<file path="src/rtl/muldiv_pkg.sv">
// muldiv_pkg
//   Shared encodings for the iterative multiply/divide unit.
//   - OP_*  : 2-bit operation codes presented on muldiv_unit.op
//   - ST_*  : FSM state codes (IDLE -> BUSY -> DONE -> IDLE)
package muldiv_pkg;

  localparam logic [1:0] OP_MUL   = 2'b00;
  localparam logic [1:0] OP_MULHU = 2'b01;
  localparam logic [1:0] OP_DIVU  = 2'b10;
  localparam logic [1:0] OP_REMU  = 2'b11;

  localparam logic [1:0] ST_IDLE  = 2'd0;
  localparam logic [1:0] ST_BUSY  = 2'd1;
  localparam logic [1:0] ST_DONE  = 2'd2;

endpackage

</file>
<file path="src/rtl/muldiv_div_step.sv">
// div_step
//   One combinational restoring-division step.
//   Ports:
//     rem_in   [WIDTH:0]   partial remainder from the previous step
//     bit_in               next dividend bit shifted into the remainder
//     divisor  [WIDTH-1:0] divisor
//     rem_out  [WIDTH:0]   partial remainder after this step (never negative)
//     q_bit                quotient bit produced by this step
module div_step #(
  parameter int WIDTH = 32
) (
  input  logic [WIDTH:0]   rem_in,
  input  logic             bit_in,
  input  logic [WIDTH-1:0] divisor,
  output logic [WIDTH:0]   rem_out,
  output logic             q_bit
);

  logic [WIDTH+1:0] shifted;
  logic [WIDTH+1:0] diff;

  // Subtract on a two-bit-wider copy so the borrow lands in the top bit;
  // a borrow means the trial subtraction is undone (restoring step).
  always_comb begin
    shifted = {rem_in, bit_in};
    diff    = shifted - {2'b00, divisor};
    if (diff[WIDTH+1]) begin
      rem_out = shifted[WIDTH:0];
      q_bit   = 1'b0;
    end else begin
      rem_out = diff[WIDTH:0];
      q_bit   = 1'b1;
    end
  end

endmodule

</file>
<file path="src/rtl/muldiv_unit.sv">
// muldiv_unit
//   Iterative unsigned multiply/divide unit beside the Execute-stage ALU.
//   One shift-add (multiply) or restoring subtract-shift (divide) per cycle.
//   Ports:
//     clock, reset_n          rising-edge clock, async active-low reset
//     start                   level request from the instruction in Execute
//     op [1:0]                OP_MUL / OP_MULHU / OP_DIVU / OP_REMU
//     operand_a, operand_b    multiplicand/dividend, multiplier/divisor
//     kill                    Execute flush, aborts the in-flight op
//     alu_ready               low stalls Fetch/Decode/Execute
//     busy                    high while iterating
//     result [WIDTH-1:0]      registered result of the last completed op
//   Configuration:
//     MULDIV_EARLY_EXIT_EN    multiply finishes as soon as the remaining
//                             multiplier bits are all zero
module muldiv_unit
  import muldiv_pkg::*;
#(
  parameter int WIDTH = 32,
  parameter int CNT_W = $clog2(WIDTH) + 1
) (
  input  logic             clock,
  input  logic             reset_n,
  input  logic             start,
  input  logic [1:0]       op,
  input  logic [WIDTH-1:0] operand_a,
  input  logic [WIDTH-1:0] operand_b,
  input  logic             kill,
  output logic             alu_ready,
  output logic             busy,
  output logic [WIDTH-1:0] result
);

  logic [1:0]         state;
  logic [1:0]         op_q;
  logic [CNT_W-1:0]   cnt;
  logic [CNT_W-1:0]   cnt_next;
  logic [WIDTH-1:0]   mcand_q;
  logic [2*WIDTH-1:0] acc;
  logic [WIDTH:0]     rem_q;
  logic [WIDTH-1:0]   result_q;

  logic [WIDTH:0]     mul_sum;
  logic [2*WIDTH-1:0] mul_next;
  logic [WIDTH:0]     div_rem;
  logic               div_q;
  logic [2*WIDTH-1:0] prod_final;
  logic [WIDTH-1:0]   result_sel;
  logic               mul_exit;

  assign alu_ready = ((state == ST_IDLE) && !start) || (state == ST_DONE);
  assign busy      = (state == ST_BUSY);
  assign result    = result_q;
  assign cnt_next  = cnt - 1'b1;

  // acc holds {partial product, unshifted multiplier} for multiplies and
  // {unused, dividend-becoming-quotient} for divides. mcand_q holds the
  // multiplicand or the divisor.
  always_comb begin
    mul_sum  = {1'b0, acc[2*WIDTH-1:WIDTH]} + {1'b0, (acc[0] ? mcand_q : {WIDTH{1'b0}})};
    mul_next = {mul_sum, acc[WIDTH-1:1]};
  end

  div_step #(.WIDTH(WIDTH)) u_div_step (
    .rem_in  (rem_q),
    .bit_in  (acc[WIDTH-1]),
    .divisor (mcand_q),
    .rem_out (div_rem),
    .q_bit   (div_q)
  );

`ifdef MULDIV_EARLY_EXIT_EN
  logic [WIDTH-1:0] rem_mask;

  // After k steps acc is (partial product << remaining) with the remaining
  // multiplier bits below it; once those are zero the product is complete
  // and only needs shifting down by the remaining count.
  always_comb begin
    rem_mask   = ~({WIDTH{1'b1}} << cnt_next);
    mul_exit   = ((mul_next[WIDTH-1:0] & rem_mask) == {WIDTH{1'b0}});
    prod_final = acc >> cnt;
  end
`else
  always_comb begin
    mul_exit   = 1'b0;
    prod_final = acc;
  end
`endif

  always_comb begin
    case (op_q)
      OP_MUL:   result_sel = prod_final[WIDTH-1:0];
      OP_MULHU: result_sel = prod_final[2*WIDTH-1:WIDTH];
      OP_DIVU:  result_sel = acc[WIDTH-1:0];
      default:  result_sel = rem_q[WIDTH-1:0];
    endcase
  end

  // Main FSM and datapath. kill wins over everything, including start.
  // Divide by zero skips BUSY and preloads the architected answers
  // (all-ones quotient, dividend as remainder).
  always_ff @(posedge clock or negedge reset_n) begin
    if (!reset_n) begin
      state    <= ST_IDLE;
      op_q     <= OP_MUL;
      cnt      <= '0;
      mcand_q  <= '0;
      acc      <= '0;
      rem_q    <= '0;
      result_q <= '0;
    end else if (kill) begin
      state <= ST_IDLE;
      cnt   <= '0;
    end else begin
      case (state)
        ST_IDLE: begin
          if (start) begin
            op_q  <= op;
            rem_q <= '0;
            if (op[1]) begin
              mcand_q <= operand_b;
              if (operand_b == '0) begin
                acc   <= {{WIDTH{1'b0}}, {WIDTH{1'b1}}};
                rem_q <= {1'b0, operand_a};
                cnt   <= '0;
                state <= ST_DONE;
              end else begin
                acc   <= {{WIDTH{1'b0}}, operand_a};
                cnt   <= CNT_W'(WIDTH);
                state <= ST_BUSY;
              end
            end else begin
              mcand_q <= operand_a;
              acc     <= {{WIDTH{1'b0}}, operand_b};
              cnt     <= CNT_W'(WIDTH);
              state   <= ST_BUSY;
            end
          end
        end
        ST_BUSY: begin
          if (op_q[1]) begin
            acc   <= {acc[2*WIDTH-1:WIDTH], acc[WIDTH-2:0], div_q};
            rem_q <= div_rem;
          end else begin
            acc <= mul_next;
          end
          cnt <= cnt_next;
          if (cnt == CNT_W'(1)) begin
            state <= ST_DONE;
          end else if (!op_q[1] && mul_exit) begin
            state <= ST_DONE;
          end
        end
        ST_DONE: begin
          result_q <= result_sel;
          cnt      <= '0;
          state    <= ST_IDLE;
        end
        default: begin
          state <= ST_IDLE;
          cnt   <= '0;
        end
      endcase
    end
  end

endmodule
</file>
<file path="config.mk">
export PLATFORM = sky130hd
export DESIGN_NAME = muldiv_unit
export DESIGN_NICKNAME = d
export VERILOG_FILES = /design/src/rtl/muldiv_pkg.sv /design/src/rtl/muldiv_div_step.sv /design/src/rtl/muldiv_unit.sv
export SDC_FILE = /design/constraint.sdc
export NUM_CORES = 1
export LEC_CHECK = 0
export CAP_MARGIN = 20
export CORE_UTILIZATION = 50
export DETAILED_ROUTE_END_ITERATION = 8
export PLACE_DENSITY_LB_ADDON = 0.05
export SLEW_MARGIN = 20
export SYNTH_ARGS = -nofsm -noshare
export SYNTH_HDL_FRONTEND = slang
export SYNTH_SLANG_ARGS = --single-unit
</file>
<file path="constraint.sdc">
create_clock -name clock -period 3.2 [get_ports clock]
set_input_delay 0.64 -clock clock [delete_from_list [all_inputs] [get_ports clock]]
set_output_delay 0.64 -clock clock [all_outputs]
set_load 0.1 [all_outputs]
</file>
# --- Word-level counts from Yosys, hierarchy flattened ---
# Cells that the tools add are included.
totals:
  reg_bits: 171
  elab_cells: 62
op_classes:
  add_sub_neg: 3
  n_eq_ne: 10
  mux: 26
  bitwise_logic: 1
  n_reduce_logical: 14
ops:
  columns: ["op", "n"]
  rows:
  - ["64-bit 2-to-1 mux", 3]
  - ["32-bit 2-to-1 mux", 5]
  - ["64-bit case mux with 2 select lines", 1]
  - ["33-bit 2-to-1 mux", 3]
  - ["33-bit case mux with 2 select lines", 1]
  - ["32-bit case mux with 2 select lines", 1]
  - ["34-bit by 32-bit subtractor with 34-bit output", 1]
  - ["32-bit by 32-bit adder with 33-bit output", 1]
  - ["32-bit zero test", 1]
  - ["6-bit 2-to-1 mux", 4]
  - ["6-bit case mux with 2 select lines", 1]
  - ["2-bit 2-to-1 mux", 5]
  - ["4-bit AND reduction", 2]
  - ["6-bit by 1-bit == test with 1-bit output, second input constant", 1]
  - ["3-bit AND reduction", 2]
  - ["6-bit by 1-bit subtractor with 6-bit output, second input constant", 1]
  - ["2-bit by 1-bit == test with 1-bit output, second input constant", 2]
  - ["2-bit == test, second input constant", 2]
  - ["2-bit zero test", 2]
  - ["2-bit != test, second input constant", 2]
  - ["2-bit case mux with 2 select lines", 1]
  - ["2-bit AND reduction", 2]
  - ["3-bit by 2-bit != test with 1-bit output, second input constant", 1]
  - ["3-bit != test, second input constant", 1]
  - ["8 further kinds", 8]

# --- Longest topological paths before layout ---
depth:
  depth_word: 6
  depth_mapped: 14
  depth_no_buf: 13

# --- By module ---
# From an unflattened synthesis, not the netlist that was laid out.
hier_totals:
  cells_unflattened: 1465
  hier_area_um2: 12968.7
by_module_without_submodules:
  columns: ["module", "instances", "cells_per_inst", "area_per_inst_um2"]
  rows:
  - ["muldiv_unit", 1, 1159, 10755.3]
  - ["div_step", 1, 306, 2213.4]

# --- Least setup slack after synthesis ---
# Ideal clock, no wire load.
synth_path:
  path_type: "register to register"
  from: "register acc[0]"
  to: "register acc[63]"
  setup_time_ps: 83
  arrival_ps: 3243
  setup_slack_ps: -126
  path_stages_with_launch: 15
  path_buffers: 1
  synth_period_minus_slack_ps: 3326
  path_cell_list: "dfrtp_1 -> clkbuf_1 -> and2_1 -> ha_1 -> inv_1 -> fa_1 -> nor2b_1 -> o211ai_1 -> a31o_2 -> o31ai_1 -> a31oi_1 -> nor2_1 -> a31oi_1 -> o41a_1 -> o21ai_0"
synth_between:
  elab_chain_cells: 4
synth_lines:
  columns: ["item", "line_no", "source"]
  rows:
  - ["start: declaration", "muldiv_unit.sv:39", "logic [2*WIDTH-1:0] acc;"]
  - ["start signal: assignment", "muldiv_unit.sv:123", "acc <= {{WIDTH{1'b0}}, {WIDTH{1'b1}}};"]
  - ["start signal: assignment", "muldiv_unit.sv:128", "acc <= {{WIDTH{1'b0}}, operand_a};"]
  - ["start signal: assignment", "muldiv_unit.sv:134", "acc <= {{WIDTH{1'b0}}, operand_b};"]
  - ["32-bit 2-to-1 mux", "muldiv_unit.sv:60", "mul_sum = {1'b0, acc[2*WIDTH-1:WIDTH]} + {1'b0, (acc[0] ? mcand_q : {WIDTH{1'b0}})};"]
  - ["32-bit by 32-bit adder with 33-bit output", "muldiv_unit.sv:60", null]
  - ["64-bit 2-to-1 mux", "muldiv_unit.sv:141", "if (op_q[1]) begin"]
  - ["64-bit case mux with 2 select lines", "muldiv_unit.sv:115", "case (state)"]
# Every way passes these cells. The select of a mux whose other input is x is not followed.
# A chain may end at the register's enable or synchronous reset.

# --- Final worst setup path ---
layout_path:
  from: "register mcand_q[4]"
  to: "register rem_q[2]"
layout_between:
  elab_chain_cells: 4
layout_lines:
  columns: ["item", "line_no", "source"]
  rows:
  - ["start: declaration", "muldiv_unit.sv:38", "logic [WIDTH-1:0] mcand_q;"]
  - ["start signal: assignment", "muldiv_unit.sv:121", "mcand_q <= operand_b;"]
  - ["start signal: assignment", "muldiv_unit.sv:133", "mcand_q <= operand_a;"]
  - ["34-bit by 32-bit subtractor with 34-bit output", "muldiv_div_step.sv:26", "diff = shifted - {2'b00, divisor};"]
  - ["33-bit 2-to-1 mux", "muldiv_div_step.sv:27", "if (diff[WIDTH+1]) begin"]
  - ["33-bit 2-to-1 mux", "muldiv_unit.sv:141", null]
  - ["33-bit case mux with 2 select lines", "muldiv_unit.sv:115", null]
  - ["end signal: assignment", "muldiv_unit.sv:124", "rem_q <= {1'b0, operand_a};"]
  - ["end signal: assignment", "muldiv_unit.sv:143", "rem_q <= div_rem;"]
  - ["end: declaration", "muldiv_unit.sv:40", "logic [WIDTH:0] rem_q;"]
# Every way passes these cells. The select of a mux whose other input is x is not followed.

==> qor.yml <==
tightest_slew_ns: 0.9870
max_clock_freq_mhz: 313.4
grt_pass1_wl_mm: 66.54
path_depth: 14
cp-end-kind: "register"
switching_share_pct: 50.27
synth-seq-cells: 171
cts-hold-fix-buffers: 0
critical_path_peak_fanout: 5
cpPeakStageDelay_ns: 0.40
drt_iter0_drc: 1067
start_util_pct: 51.46
rows: 57
clkPwrFrac_pct: 13.3
yosys_warnings: 0
syn_nets: 1674
grt-ovfl-total: 0
num_antenna_cells: 0
hold_violations: 0
cts.clk_slew.worst_paths_ns: 0.08
dieArea_um2: 25960
slowest_stage: "dfrtp_1"
total_power_uw: 15570
drt_wl_total_mm: 42.46
status: "complete, no violations"
fin_skew_ns: 0.01214
cts_tree: "built"
p_comb_share_pct: 63.5
io_buffers: 103
yosysSeqAreaShare_pct: 33.80
die_w_um: 161.1
synthToLayoutAreaGrowth_pct: 23.35
clock_latency_ns: 0.44
drive_gt1_share_pct: 17.03
p_leak_uw: 0.007285
irDropWorstVdd_v: 0.0008322
via_per_inst: 6.035
synth_cells: 1536
cap_violations: 0
crit_chain: "inv_2 > ha_4 > buf_6 > a21o_1 > or3_4 > o211ai_1 > buf_4 > a2111oi_4 > and3b_4 > nand3b_4 > nand2_4 > buf_12 > o41a_1 > a21oi_1"
fin_area_um2: 15620
syn_area_per_cell_um2: 8.243
dp.final_hpwl_mm: 31.86
power_density_nw_per_um2: 997.0
setup_viol: 0
rsz0062_at_grt: "yes"
die-height_um: 161.1
critPathLaunchType: "register"
gp_congestion: 0.9301
synth_flop_cell: "dfrtp_1"
slew_headroom_pct: 34.20
critPathArrivalTime_ns: 3.55
worstPathRequired_ns: 3.56
placed_area_um2: 14680
holdCritPathClass: "input pin to async pin"
p_sw_uw: 7827
syn_area_um2: 12660
timing.final.ws_setup_ns: 0.009055
internal_power_uw: 7744
min_period_over_period_pct: 99.72
fin_nets: 1816
ant_nets: 0
critical_path_class: "register to register"
wire_per_inst_um: 21.07
crit_family: "compound AO/OA/AOI/OAI gates"
place_ws_ns: -0.3589
reg2regPathDepth: 14
synthArstFlopShare_pct: 100.0
holdWs_ns: 0.2174
grt_start_max_net_pins: 71
clkSinkCount: 171
grt_pass1_vias: 11383
io_pins: 104
period_minus_slack_ns: 3.191
drc: 0
fin_util_pct: 63.47
antenna_found_initial: 0
grt_use_total_pct: 33.17
power_frac_seq_pct: 23.2
cts-buffers-inserted: 17
root_buffer: "clkbuf_16"
maxSlewViolCount: 0
cts_max_path_buffers: 2
yosysUniqueCellTypes: 67
first_pass_iters: 5
core-area_um2: 24600
routed-via-count: 12160
cts_max_level: 4
path_buf_inv: 4
synth-edff-count: 0
-- state kept, by name, summed over array words and instances (netlist names) --
name     cells
cnt          6
acc         64
op_q         2
state        2
rem_q       33
result      32
mcand_q     32
-- per-layer routing --
metal,vias to the layer above,global-route usage (%),part of all wire [%]
met2,471,48.45,43
met3,55,6.471,8.6
li1,5790,-,-
met5,-,0,0
met1,5844,49.54,46
met4,0,9.134,2.2
-- final cells by class --
class,count,area [um^2]
clock buffers,18,429.2
flip-flops and latches,171,4287
multi-input cells,1206,8118
inverters,58,217.7
repair buffers,224,2031
fillers,2233,8987
well taps,324,405.4
clock inverters,14,130.1
-- logic make-up (layout without fill, tap and decap cells) --
family,Yosys count,in the layout,share of synthesized area [%]
muxes,132,132,10.75
and+or+nand+nor,451,451,16.31
adders and majority gates,68,68,6.839
AOI/OAI and AO/OA,498,498,23.59
xor gates and xnor gates,57,57,3.943
buffers and inverters,159,314,4.773
DFF,171,171,33.80
-- power groups by stage --
stage	Combinational, uW	Clock (uW)	Sequential (uW)
CTS	9470	2090	3590
floorplan	4950	0	4720
detailed placement	9250	0	3630
global placement	9190	0	3600
global route	10700	2170	3710
finish	9880	2070	3620
-- final timing paths --
check	from	end	slack (ns)
hold / removal	reset_n	result[5]$_DFFE_PN0P_	0.22
max in group asynchronous	reset_n	acc[55]$_DFFE_PN0P_	2.21
setup / recovery	mcand_q[4]$_DFFE_PN0P_	rem_q[2]$_DFFE_PN0P_	0.009
setup reg to reg	mcand_q[4]$_DFFE_PN0P_	rem_q[2]$_DFFE_PN0P_	0.009
min in group clock	result[8]$_DFFE_PN0P_	result[8]$_DFFE_PN0P_	0.48
hold reg to reg	result[8]$_DFFE_PN0P_	result[8]$_DFFE_PN0P_	0.48
-- Yosys cell counts, types with 4 or more instances --
master	n	area, um^2
nand4_1	9	56.30
a31oi_1	35	219.0
o21a_1	7	52.55
or3_1	8	50.05
a21o_1	33	247.7
a41oi_1	4	35.03
xor2_1	35	306.5
nand2_1	209	784.5
a21oi_1	147	735.7
nor2_1	99	371.6
o21ai_0	162	810.8
and2_1	33	206.5
ha_1	66	825.8
o211ai_1	12	90.09
nand3_1	15	75.07
o21bai_1	8	60.06
nor4_1	26	162.7
buf_1	16	60.06
o22ai_1	32	200.2
buf_2	6	30.03
o31ai_1	5	37.54
nand2b_1	9	56.30
a211o_1	7	61.31
dfrtp_1	171	4279
mux2_2	32	360.4
nor3b_1	4	30.03
clkbuf_1	79	296.5
a211oi_1	5	37.54
nor2b_1	7	43.79
nor3_1	10	50.05
xnor2_1	22	192.7
and3_1	9	56.30
mux2i_1	100	1001
a221oi_1	4	35.03
inv_1	58	217.7
-- what timing repair did --
action                                 in CTS  in global routing
pin swaps                                   4                 26
endpoints found under the hold margin       0                  0
setup buffers                               2                  6
setup endpoints to repair                  36                 44
gates resized for setup                    20                 44
-- placed cells by master (no fill, tap or decap), types with 6 or more instances in the layout --
cell type and n:
a21oi_1 142, and2_1 32, nor3_1 9, o211ai_1 12
buf_4 139, nor2b_1 6, mux2i_1 100, inv_1 55
clkbuf_16 17, xnor2_1 22, o21a_1 7, o21bai_1 8
nand2_1 208, a31oi_1 30, nand2b_1 9, xor2_1 35
buf_12 13, a211o_1 7, clkinvlp_4 6, o22ai_1 31
nand4_1 9, o21ai_0 156, dfrtp_1 167, nand3_1 14
nor2_1 95, ha_1 60, and3_1 9, clkdlybuf4s50_1 67
a21o_1 33, mux2_2 32, nor4_1 21
-- stage by stage --
stage          std cells    TNS, ns
2_1_floorplan       1536          0
4_1_cts             2009  -0.008402
3_3_place_gp        1975     -8.558
6_report            2015          0
3_5_place_dp        1975     -9.171
5_1_grt             2015    -0.3690
-- worst reg2reg max path: stages (launching register included) --
cell,delay [ns]
dfrtp_1,0.40
inv_2,0.07
ha_4,0.20
buf_6,0.11
a21o_1,0.18
or3_4,0.33
o211ai_1,0.27
buf_4,0.19
a2111oi_4,0.07
and3b_4,0.37
nand3b_4,0.17
nand2_4,0.09
buf_12,0.15
o41a_1,0.37
a21oi_1,0.14
Power figures use the tool's default switching activity.
